`src/rtl/dict_hamming_decompressor.sv`:
```
// Dictionary/Hamming decompressor: expands a packed word of codebook
// indices into codewords and streams them out serially, MSB first.
module dict_hamming_decompressor #(
    parameter int CHUNK_SIZE    = 4,
    parameter int CODEBOOK_SIZE = 8,
    parameter int INDEX_BITS    = $clog2(CODEBOOK_SIZE),
    parameter int NUM_CHUNKS    = 4
) (
    input  logic                             clk,
    input  logic                             rst_n,
    input  logic [NUM_CHUNKS*INDEX_BITS-1:0] compressed_in,
    input  logic                             in_valid,
    output logic                             in_ready,
    output logic                             data_out,
    output logic                             data_valid,
    input  logic                             out_ready,
    output logic                             decompression_done,
    output logic                             busy
);

    localparam int BW = (CHUNK_SIZE > 1) ? $clog2(CHUNK_SIZE) : 1;
    localparam int CW = (NUM_CHUNKS > 1) ? $clog2(NUM_CHUNKS) : 1;
    localparam int WW = NUM_CHUNKS * INDEX_BITS;
    localparam logic [BW-1:0] BIT_LAST   = BW'(CHUNK_SIZE - 1);
    localparam logic [CW-1:0] CHUNK_LAST = CW'(NUM_CHUNKS - 1);

    // The codebook below is hard-wired for 4-bit codewords and 8 entries.
    generate
        if (CHUNK_SIZE != 4 || CODEBOOK_SIZE != 8) begin : g_param_check
            $error("dict_hamming_decompressor: only CHUNK_SIZE=4, CODEBOOK_SIZE=8");
        end
    endgenerate

    typedef enum logic {
        IDLE,
        SEND
    } state_t;

    state_t                  state;
    logic [WW-1:0]           word_reg;
    logic [CHUNK_SIZE-1:0]   shift_reg;
    logic [BW-1:0]           bit_cnt;
    logic [CW-1:0]           chunk_cnt;
    logic [CW-1:0]           chunk_nxt;
    logic [INDEX_BITS-1:0]   idx [NUM_CHUNKS];

    function automatic logic [CHUNK_SIZE-1:0] codeword(
        input logic [INDEX_BITS-1:0] i
    );
        logic [CHUNK_SIZE-1:0] cw;
        case (i)
            3'd0:    cw = 4'b0000;
            3'd1:    cw = 4'b0001;
            3'd2:    cw = 4'b1000;
            3'd3:    cw = 4'b0011;
            3'd4:    cw = 4'b1100;
            3'd5:    cw = 4'b0111;
            3'd6:    cw = 4'b1110;
            default: cw = 4'b1111;
        endcase
        return cw;
    endfunction

    assign chunk_nxt = chunk_cnt + 1'b1;
    assign data_out  = shift_reg[CHUNK_SIZE-1];

    // Split the held word into its per-chunk indices.
    always_comb begin
        for (int i = 0; i < NUM_CHUNKS; i++) begin
            idx[i] = word_reg[i*INDEX_BITS +: INDEX_BITS];
        end
    end

    // Load/send FSM with registered handshake and status outputs.
    always_ff @(posedge clk) begin
        if (!rst_n) begin
            state              <= IDLE;
            word_reg           <= '0;
            shift_reg          <= '0;
            bit_cnt            <= '0;
            chunk_cnt          <= '0;
            data_valid         <= 1'b0;
            busy               <= 1'b0;
            in_ready           <= 1'b1;
            decompression_done <= 1'b0;
        end else begin
            decompression_done <= 1'b0;
            case (state)
                IDLE: begin
                    if (in_valid) begin
                        word_reg   <= compressed_in;
                        chunk_cnt  <= '0;
                        bit_cnt    <= '0;
                        shift_reg  <= codeword(compressed_in[INDEX_BITS-1:0]);
                        state      <= SEND;
                        data_valid <= 1'b1;
                        busy       <= 1'b1;
                        in_ready   <= 1'b0;
                    end
                end
                SEND: begin
                    if (out_ready) begin
                        if (bit_cnt != BIT_LAST) begin
                            shift_reg <= {shift_reg[CHUNK_SIZE-2:0], 1'b0};
                            bit_cnt   <= bit_cnt + 1'b1;
                        end else if (chunk_cnt != CHUNK_LAST) begin
                            chunk_cnt <= chunk_nxt;
                            bit_cnt   <= '0;
                            shift_reg <= codeword(idx[chunk_nxt]);
                        end else begin
                            state              <= IDLE;
                            shift_reg          <= '0;
                            bit_cnt            <= '0;
                            chunk_cnt          <= '0;
                            data_valid         <= 1'b0;
                            busy               <= 1'b0;
                            in_ready           <= 1'b1;
                            decompression_done <= 1'b1;
                        end
                    end
                end
                default: state <= IDLE;
            endcase
        end
    end

endmodule

```
`config.mk`:
```
export PLATFORM = sky130hd
export DESIGN_NAME = dict_hamming_decompressor
export DESIGN_NICKNAME = d
export VERILOG_FILES = /design/src/rtl/dict_hamming_decompressor.sv
export SDC_FILE = /design/constraint.sdc
export NUM_CORES = 1
export LEC_CHECK = 0
export CORE_MARGIN = 4
export CORE_UTILIZATION = 41
export CTS_CLUSTER_SIZE = 24
export DETAILED_ROUTE_END_ITERATION = 6
export HOLD_SLACK_MARGIN = 0.06
export PLACE_DENSITY = 0.65
export SLEW_MARGIN = 20
export SYNTH_ARGS = -nofsm -noshare
export SYNTH_HDL_FRONTEND = slang
export SYNTH_SLANG_ARGS = --single-unit
```
`constraint.sdc`:
```
create_clock -name clk -period 3.1 [get_ports clk]
set_clock_uncertainty 0.15 [all_clocks]
set_input_delay 0.775 -clock clk [delete_from_list [all_inputs] [get_ports clk]]
set_output_delay 0.775 -clock clk [all_outputs]
set_load 0.005 [all_outputs]
```
==> flow_metrics.env <==
export IMPL_clkTransAtPathRegs_ns=0.13
export IMPL_fin_hold_ws_ns=0.326
export IMPL_cts_repair_resized=0
export IMPL_timing_max_cap_violations=0
export IMPL_gp_congestion=0.716
export IMPL_finalCritPeriodShare_pct=74.8
export IMPL_yosysTopAreaCell="dfxtp_1"
export IMPL_grt_pass1_wl_um=4070
export IMPL_slew_headroom_pct=48.9
export IMPL_period_minus_slack_ns=2.32
export IMPL_drc=0
export IMPL_post_cts_buffers=0
export IMPL_ys_top_cells_by_count="nand2_1 (34), dfxtp_1 (24), a21boi_0 (15)"
export IMPL_dieHeight_um=60.4
export IMPL_initial_core_util_pct=44.3
export IMPL_ys_top_cells_by_area="dfxtp_1 (43%), nand2_1 (11%), a21boi_0 (10%)"
export IMPL_cts_hold_buffers=0
export IMPL_worstMarginPinSlew_ns=0.764
export IMPL_hold_violations=0
export IMPL_layout_drive_gt1_share_pct=8.05
export IMPL_synth_nets=148
export IMPL_post_drt_wl_per_cell_um=13.7
export IMPL_grt_total_usage_pct=14.9
export IMPL_crit_fanout=6
export IMPL_critPathMaxStageDelay_ns=0.58
export IMPL_yosysTopAreaCellShare_pct=42.6
export IMPL_setup_violations=0
export IMPL_worstPathRequired_ns=3.16
export IMPL_fin_nets=168
export IMPL_syn2layout_area_growth_pct=24.4
export IMPL_cts_root_buf="clkbuf_4"
export IMPL_outcome="finished clean"
export IMPL_drt_wl_total_um=2450
export IMPL_rsz0062_at_grt="no"
export IMPL_hold_path_class="reg -> reg"
export IMPL_port_buffers=20
export IMPL_antenna_found_initial=0
export IMPL_fp_dieW_um=60.4
export IMPL_clock_sinks=24
export IMPL_first_iter_violations=46
export IMPL_cp_arrival_ns=2.38
export IMPL_fmax_ghz=0.431
export IMPL_cp_start_kind="flop"
export IMPL_grt_pass1_vias=893
export IMPL_yosysWarningCount=0
export IMPL_power_density_nw_per_um2=464
export IMPL_fill_cells=249
export IMPL_io_pins=21
export IMPL_syn_area_sq_um=1130
export IMPL_diodes=0
export IMPL_slew_violations=0
export IMPL_largest_reg_flops=12
export IMPL_clk_latency_ns=0.31
export IMPL_syn_instance_count=130
export IMPL_core_sq_um=2540
export IMPL_tns_ns=0
export IMPL_worst_setup_path_type="reg -> reg"
export IMPL_first_pass_iters=4
export IMPL_synth_edf_count=0
export IMPL_rows=18
export IMPL_fin_util_pct=55.1
export IMPL_postSynth_asyncResetShare_pct=0
export IMPL_ir_drop_uv=380
export IMPL_cts_buffers=3
export IMPL_htreeDepth=1
export IMPL_power_leakage_uw=0.000519
export IMPL_endpoint_kind="flop"
export IMPL_ys_types=28
export IMPL_worstPathCellList="ha_1, mux4_2, maj3_2, a211oi_2, o22ai_1"
export IMPL_crit_slowest_cell="mux4_2"
export IMPL_cts_buffer_depth=2
export IMPL_dp_hpwl_um=1730
export IMPL_ys_seq_area_share_pct=42.6
export IMPL_num_vias=982
export IMPL_syn_area_per_cell_sq_um=8.67
export IMPL_ys_seq_elements=24
export IMPL_cts_tree="built"
export IMPL_ys_flop_type="dfxtp_1"
export IMPL_vias_per_cell=5.49
export IMPL_ant_nets=0
export IMPL_die_area_sq_um=3650
export IMPL_synth_most_common_cell="nand2_1"
export IMPL_grt_ovfl_total=0
export IMPL_grt_max_degree=26
## cells by family (layout without fill, tap and decap cells)
family	count (synthesis)	count (layout)	share of synthesized area, %
AND/OR/NAND/NOR	54	54	21.1
AO/OA/AOI/OAI	34	34	21.6
flip-flops	24	24	42.6
buffers and inverters	10	29	3.66
multiplexers	4	4	6.99
adder cells (fa/ha/maj)	3	3	3.22
XOR/XNOR	1	1	0.777
## per-stage QoR
step                      area (sq um)  std cells  setup slack [ns]  power (uW)
final                             1400        179             0.781         650
after detailed placement          1350        175             0.689         432
after floorplan                   1130        130             0.948         389
after global placement            1350        175             0.712         430
after CTS                         1400        179             0.757         657
after global routing              1400        179             0.638         683
## final cells by class
cell class / instances / area (sq um) / share of cell area (%)
clock inverters: 1 / 30.0 / 2.14
well taps: 30 / 37.5 / 2.68
multi-input cells: 96 / 606 / 43.2
repair buffers: 22 / 215 / 15.3
inverters: 3 / 11.3 / 0.803
flip-flops and latches: 24 / 480 / 34.3
clock buffers: 3 / 22.5 / 1.61
## layout by cell type (no fill, tap or decap), drive strengths merged
master / n
nor2: 7
clkbuf: 3
o221ai: 3
nand2b: 2
o21ai: 4
mux2: 1
dfxtp: 24
clkdlybuf4s50: 20
nand4: 1
bufinv: 1
a21oi: 5
nand2: 34
a221oi: 1
mux4: 3
o2111ai: 1
maj3: 1
and2: 2
a21boi: 15
nand3: 1
a21o: 1
inv: 3
xnor2: 1
a211oi: 1
o22ai: 1
nor3b: 3
buf: 2
ha: 2
a31oi: 1
nor2b: 4
o211a: 1
## metal layers
layer,GRT usage (%),up-vias,part of all wire (%)
li1,-,494,-
met1,19.0,451,46
met2,23.1,29,45
met3,3.83,8,5.9
met4,7.74,0,2.3
met5,0,-,0
## report_power, final
part | total [uW] | internal [uW] | switching, uW
sequential | 337 | 326 | 11.7
combinational | 87.8 | 48.9 | 38.9
clock | 225 | 131 | 94.3
## worst max-delay path, delay by kind of cell, from the launching register on
kind            cells  cell delay, ns
mux                 1            0.58
flops               1            0.41
fa+ha+maj           2            0.75
compound gates      2            0.32
## worst paths after layout
kind                                   start            to  slack (ns)  cells after the start
worst max register to register  chunk_cnt[0]  shift_reg[1]        0.78                      5
worst min-delay path            word_reg[10]  word_reg[10]        0.33                      2
worst max-delay path            chunk_cnt[0]  shift_reg[1]        0.78                      5
worst min register to register  word_reg[10]  word_reg[10]        0.33                      2
Power figures use the tool's default switching activity.
